`src/rtl/vga_timing_gen.sv`:
```
// rtl/vga_timing_gen.sv - VGA raster timing: pixel divider, x/y counters, delayed sync/blank
// x/y lead the syncs by PIPE_DLY pixels so the image pipeline output lines up at the DAC.
module vga_timing_gen #(
  parameter int CLK_DIV  = 2,
  parameter int H_ACTIVE = 640,
  parameter int H_FP     = 16,
  parameter int H_SYNC   = 96,
  parameter int H_BP     = 48,
  parameter int V_ACTIVE = 480,
  parameter int V_FP     = 10,
  parameter int V_SYNC   = 2,
  parameter int V_BP     = 33,
  parameter int PIPE_DLY = 2
) (
  input  logic       clk,
  input  logic       rst,
  output logic       pix_en,
  output logic       vga_clk,
  output logic [9:0] x,
  output logic [9:0] y,
  output logic       hsync,
  output logic       vsync,
  output logic       blank_n,
  output logic       line_start,
  output logic       frame_start
);

  localparam int H_TOTAL = H_ACTIVE + H_FP + H_SYNC + H_BP;
  localparam int V_TOTAL = V_ACTIVE + V_FP + V_SYNC + V_BP;
  localparam int DIV_W   = (CLK_DIV > 1) ? $clog2(CLK_DIV) : 1;

  localparam logic [DIV_W-1:0] DIV_MAX  = DIV_W'(CLK_DIV - 1);
  localparam logic [DIV_W:0]   DIV_HALF = (DIV_W + 1)'(CLK_DIV / 2);
  localparam logic [9:0] H_LAST   = 10'(H_TOTAL - 1);
  localparam logic [9:0] V_LAST   = 10'(V_TOTAL - 1);
  localparam logic [9:0] H_ACT    = 10'(H_ACTIVE);
  localparam logic [9:0] V_ACT    = 10'(V_ACTIVE);
  localparam logic [9:0] HS_START = 10'(H_ACTIVE + H_FP);
  localparam logic [9:0] HS_END   = 10'(H_ACTIVE + H_FP + H_SYNC);
  localparam logic [9:0] VS_START = 10'(V_ACTIVE + V_FP);
  localparam logic [9:0] VS_END   = 10'(V_ACTIVE + V_FP + V_SYNC);

  logic [DIV_W-1:0]    div_cnt_q, div_cnt_d;
  logic                pix_en_q, pix_en_d;
  logic                vga_clk_q, vga_clk_d;
  logic [9:0]          x_q, x_d;
  logic [9:0]          y_q, y_d;
  logic                line_start_q, line_start_d;
  logic                frame_start_q, frame_start_d;
  logic [PIPE_DLY-1:0] hs_dly_q, hs_dly_d;
  logic [PIPE_DLY-1:0] vs_dly_q, vs_dly_d;
  logic [PIPE_DLY-1:0] bl_dly_q, bl_dly_d;

  logic x_wrap, y_wrap;
  logic hs_raw, vs_raw, bl_raw;

  always_comb begin
    div_cnt_d = (div_cnt_q == DIV_MAX) ? '0 : div_cnt_q + 1'b1;
    pix_en_d  = (div_cnt_q == DIV_MAX);
    // Written as (cnt + 1) > half so CLK_DIV=1 yields a constant 1 without a >= 0 compare.
    vga_clk_d = (({1'b0, div_cnt_d} + 1'b1) > DIV_HALF);

    x_wrap = (x_q == H_LAST);
    y_wrap = (y_q == V_LAST);

    hs_raw = !((x_q >= HS_START) && (x_q < HS_END));
    vs_raw = !((y_q >= VS_START) && (y_q < VS_END));
    bl_raw = (x_q < H_ACT) && (y_q < V_ACT);

    x_d      = x_q;
    y_d      = y_q;
    hs_dly_d = hs_dly_q;
    vs_dly_d = vs_dly_q;
    bl_dly_d = bl_dly_q;
    if (pix_en_q) begin
      x_d = x_wrap ? '0 : x_q + 10'd1;
      if (x_wrap) begin
        y_d = y_wrap ? '0 : y_q + 10'd1;
      end
      hs_dly_d = (hs_dly_q << 1) | PIPE_DLY'(hs_raw);
      vs_dly_d = (vs_dly_q << 1) | PIPE_DLY'(vs_raw);
      bl_dly_d = (bl_dly_q << 1) | PIPE_DLY'(bl_raw);
    end

    line_start_d  = pix_en_q && x_wrap;
    frame_start_d = pix_en_q && x_wrap && y_wrap;
  end

  always_ff @(posedge clk) begin
    if (rst) begin
      div_cnt_q     <= '0;
      pix_en_q      <= 1'b0;
      vga_clk_q     <= 1'b0;
      x_q           <= '0;
      y_q           <= '0;
      line_start_q  <= 1'b0;
      frame_start_q <= 1'b0;
      hs_dly_q      <= '1;
      vs_dly_q      <= '1;
      bl_dly_q      <= '0;
    end else begin
      div_cnt_q     <= div_cnt_d;
      pix_en_q      <= pix_en_d;
      vga_clk_q     <= vga_clk_d;
      x_q           <= x_d;
      y_q           <= y_d;
      line_start_q  <= line_start_d;
      frame_start_q <= frame_start_d;
      hs_dly_q      <= hs_dly_d;
      vs_dly_q      <= vs_dly_d;
      bl_dly_q      <= bl_dly_d;
    end
  end

  assign pix_en      = pix_en_q;
  assign vga_clk     = vga_clk_q;
  assign x           = x_q;
  assign y           = y_q;
  assign hsync       = hs_dly_q[PIPE_DLY-1];
  assign vsync       = vs_dly_q[PIPE_DLY-1];
  assign blank_n     = bl_dly_q[PIPE_DLY-1];
  assign line_start  = line_start_q;
  assign frame_start = frame_start_q;

endmodule

```
`config.mk`:
```
export PLATFORM = sky130hd
export DESIGN_NAME = vga_timing_gen
export DESIGN_NICKNAME = d
export VERILOG_FILES = /design/src/rtl/vga_timing_gen.sv
export SDC_FILE = /design/constraint.sdc
export NUM_CORES = 1
export LEC_CHECK = 0
export BUFFER_PORTS_ARGS = -buffer_cell sky130_fd_sc_hd__buf_2
export CAP_MARGIN = 40
export CORE_UTILIZATION = 45
export CTS_CLUSTER_DIAMETER = 60
export DETAILED_ROUTE_END_ITERATION = 10
export PLACE_DENSITY = 0.75
export SLEW_MARGIN = 20
export SYNTH_ARGS = -nofsm -noshare
export SYNTH_HDL_FRONTEND = slang
export SYNTH_SLANG_ARGS = --single-unit
```
`constraint.sdc`:
```
create_clock -name clk -period 2.09 [get_ports clk]
set_input_delay 0.1045 -clock clk [delete_from_list [all_inputs] [get_ports clk]]
set_output_delay 0.1045 -clock clk [all_outputs]
set_load 0.02 [all_outputs]
```
# After elaboration in Yosys (flattened, before gate mapping)
# Cells that the tools add are included.
[classes]
mux = 3
n_div = 0
shifts = 0
n_eq_ne = 2
n_reduce_logical = 8
n_addsub = 4
mul = 0
bitwise = 3
n_lt_le_gt_ge = 7
[ops]
columns = ["op", "count"]
rows = [
  ["adder 10 x 1 -> 10 bit (second input constant)", 2],
  ["== test 10 bit (second input constant)", 2],
  ["less-than comparator 10 bit (second input constant)", 2],
  ["less-than comparator 10 x 9 -> 1 bit (second input constant)", 2],
  ["2-to-1 mux 10 bit", 2],
  [">= comparator 10 bit (second input constant)", 1],
  [">= comparator 10 x 9 -> 1 bit (second input constant)", 1],
  ["bitwise OR 2 x 1 -> 2 bit", 3],
  ["logical AND 1 bit", 5],
  ["adder 1 x 1 -> 2 bit (second input constant)", 1],
  ["greater-than comparator 2 x 1 -> 1 bit (second input constant)", 1],
  ["zero test 1 bit", 2],
  ["AND reduction 2 bit", 1],
  ["adder 1 bit (second input constant)", 1],
  ["2-to-1 mux 1 bit", 1],
]
[totals]
regBits = 31
mem_bits_ro = 0
latchBits = 0
word_cells = 37
mem_count = 0
out_inout_bits = 27
inputBits = 2
ram_bits = 0

# Longest topological paths before layout
[depth]
word_depth = 4
depth_mapped = 7
depth_no_buf = 6

# Least setup slack after synthesis
# No wires, ideal clock.
[synth_path]
path_type = "flip-flop to flip-flop"
startpoint = "register x_q[0] (netlist: x[0])"
endpoint = "register y_q[7] (netlist: y[7])"
slack_ns = 0.287
setup_ns = 0.070
period_less_slack_ns = 1.803
arrival_ns = 1.733
path_buffers = 1
path_stages_with_launch = 7
cell_sequence = "dfxtp_1 ha_1 and3_1 buf_6 nand4_4 or4_1 a21oi_1"
[synth_via]
elab_chain_cells = 2
[synth_lines]
columns = ["element", "line_no", "rtl"]
rows = [
  ["start: declaration", "46", "logic [9:0] x_q, x_d;"],
  ["start signal: assignment", "94", "x_q <= '0;"],
  ["start signal: assignment", "105", "x_q <= x_d;"],
  ["== test 10 bit", "63", "x_wrap = (x_q == H_LAST);"],
  ["AND reduction 2 bit (no source line)", "n/a", ""],
  ["end signal: assignment", "106", "y_q <= y_d;"],
  ["end: declaration", "47", "logic [9:0] y_q, y_d;"],
]
# No other way between the ends.
# A chain may end at the register's enable or synchronous reset.

# Final worst setup path
# Ends and elaborated chain as after synthesis.

==> flow_summary.yaml <==
status:
  status: "completed"
global_routing:
  grt.busiest_layer: "met2"
  grt_pass1_wl_um: 4970
  met2_usage_pct: 34.5
  grt_overflow: 0
  grt_max_degree: 20
  met3_usage_pct: 4.69
  track_usage_pct: 19.7
  met1_usage_pct: 21.6
  grt_pass1_vias: 1186
  antenna_found_initial: 0
place:
  dp_hpwl_um: 2130
  place_inst: 223
  io_buffers: 28
  place.gp.congestion: 0.813
  pre_cts_ws_ns: 0.236
  place_area_um2: 1570
cts:
  postCtsSetupBuffers: 0
  cts.sinks: 30
  insertion_delay_ns: 0.34
  cts_max_level: 2
  clockBufferDepth: 2
  clkTransAtPathRegs_ns: 0.10
  hold_buffers: 0
  cts_tree: "yes"
  ctsRootBufferMaster: "clkbuf_4"
  cts_buffers: 5
  cts_resized: 0
cells_and_area:
  drive_gt1_share_pct: 24.1
  fin_area_um2: 1630
  finalNonFillerCells: 231
  utilization_pct: 53.9
  antenna_cells: 0
  area_growth_pct: 14.5
  nets: 193
  fillers: 293
sta:
  fin_skew_ns: 0.00741
  final.setup.tns_ns: 0
  min_period_ns: 1.89
  period_share_pct: 90.6
  finalHoldViolations: 0
  max_freq_mhz: 528
  rsz0062_at_grt: "false"
  holdWs_ns: 0.0939
  relSlewSlack_pct: 75.1
  maxSlewViolCount: 0
  finalSetupViolCount: 0
  setup_slack_ns: 0.196
  worstMarginPinSlew_ns: 0.368
floorplanning:
  core_area_um2: 3030
  rows: 20
  die_w_um: 58.3
  dieArea_um2: 3400
  fp.dieH_um: 58.3
  start_util_pct: 47.1
  num_io_pins: 29
logic_synthesis:
  netlist_area_um2: 1430
  ys.warnings.count: 0
  synth_fp_nets: 164
  synth-seq-cells: 30
  syn_inst: 157
  seq_area_frac_synth_pct: 42.1
  syn_avg_cell_area_um2: 9.08
  synth_cell_types: 38
route:
  antenna_left: 0
  vias: 1224
  drt-vias-per-instance: 5.30
  dr.pass1.iters: 4
  wl_per_cell_um: 12.5
  drc: 0
  initialDrtViolationCount: 33
  wl_um: 2880
critical_path:
  ff2ff_setup_slack_ns: 0.20
  crit_path_end_kind: "register"
  crit_required_ns: 2.36
  rr_endpoint: "y[7]$_SDFFE_PP0P_"
  critPathMaxFanout: 16
  reg2reg_from: "x[0]$_SDFFE_PP0P_"
  cp_data_arrival_time_ns: 2.16
  critPathKind: "reg2reg"
  critPathLaunchType: "register"
  rr_worst_depth: 5
run:
  maxCapViolCount: 0
power:
  p_leak_nw: 0.641
  finalPower_mw: 1.00
  peakVddDrop_mv: 0.476
  power-per-cell-area_nw_per_um2: 615
hold_path:
  hold_start: "rst"
  hp-class: "in2reg"
  hold_depth: 2
  min_to: "div_cnt_q$_SDFF_PP0_"
-- where the power goes --
part	internal, mW	leakage (nW)	switching, mW
clock network	0.161	0.0343	0.208
registers	0.580	0.243	0.00647
logic	0.0174	0.364	0.0314
-- Yosys cell counts (all sizes together) --
master	n	area [µm²]
dfxtp	30	601
o22ai	1	6.26
a21oi	9	45.0
o21a	1	7.51
xnor2	5	43.8
o21ai	7	35.0
or4	1	7.51
nor4bb	1	10.0
and2	3	22.5
o2111ai	1	8.76
nor2	19	71.3
inv	7	26.3
nand2	9	33.8
and3b	1	10.0
buf	4	45.0
nand3	6	30.0
clkdlybuf4s15	1	11.3
o21bai	1	11.3
nand4	8	65.1
nor3	4	20.0
and4	4	36.3
nor2b	3	18.8
nand2b	2	12.5
and3	1	6.26
clkbuf	3	11.3
xor2	5	43.8
a211o	2	17.5
o31ai	1	7.51
ha	5	62.6
nor4b	2	23.8
mux2i	3	30.0
or3	6	37.5
nor4	1	6.26
-- layout make-up --
class                      count  area, µm²  area share, %
multi-input combinational    112        731           44.8
sequential                    30        601           36.8
inverter                       7       26.3           1.61
timing repair buffer          30        155           9.51
clock inverter                 2       12.5          0.767
tap                           44       55.1           3.37
clock buffer                   6       51.3           3.14
-- state kept, by name (all words and copies together) (netlist names) --
signal	flops
x	10
y	10
bl_dly_q	2
hs_dly_q	2
vs_dly_q	2
div_cnt_q	1
frame_start	1
line_start	1
pix_en	1
-- cell usage in the layout (no fill, tap or decap), drive strengths merged, types with 2 or more instances in the layout --
master,count
a211o,2
a21oi,9
and2,3
and4,4
buf,30
clkbuf,6
dfxtp,30
ha,5
inv,7
mux2i,3
nand2,9
nand2b,2
nand3,6
nand4,8
nor2,19
nor2b,3
nor3,4
nor4b,2
o21ai,7
or3,6
xnor2,5
xor2,5
-- metal layers --
| layer | wire [µm] | share of wire [%] | up-vias |
|---|---|---|---|
| met5 | 0 | 0 | - |
| met4 | 51 | 1.8 | 0 |
| met3 | 97 | 3.4 | 7 |
| met2 | 1420 | 49 | 27 |
| met1 | 1300 | 45 | 581 |
| li1 | - | - | 609 |
-- worst max-delay path, stage by stage (launching register included) --
cell     delay (ns)
dfxtp_1        0.45
ha_1           0.20
and3_1         0.24
nand4_4        0.23
or4_1          0.56
a21oi_1        0.15
-- how the worst max path moves through the flow --
| stage | slack, ns | cells after the start | start | endpoint |
|---|---|---|---|---|
| 6_report | 0.20 | 5 | x[0]$_SDFFE_PP0P_ | y[7]$_SDFFE_PP0P_ |
| 5_1_grt | 0.05 | 6 | x[0]$_SDFFE_PP0P_ | y[6]$_SDFFE_PP0P_ |
| 4_1_cts | 0.19 | 5 | x[0]$_SDFFE_PP0P_ | y[7]$_SDFFE_PP0P_ |
| 3_5_place_dp | 0.24 | 5 | x[0]$_SDFFE_PP0P_ | y[7]$_SDFFE_PP0P_ |
| 3_3_place_gp | 0.33 | 5 | x[0]$_SDFFE_PP0P_ | y[7]$_SDFFE_PP0P_ |
| 2_1_floorplan | 0.29 | 6 | x[0]$_SDFFE_PP0P_ | y[7]$_SDFFE_PP0P_ |
-- cell families after synthesis --
family          after synthesis  share of synthesized area, %
simple gates                 71                          28.9
flops                        30                          42.1
compound gates               23                          9.75
buf+inv                      15                          6.58
xor+xnor                     10                          6.15
fa+ha+maj                     5                          4.39
mux                           3                          2.11
No activity file was read; power rests on OpenSTA's default activity.
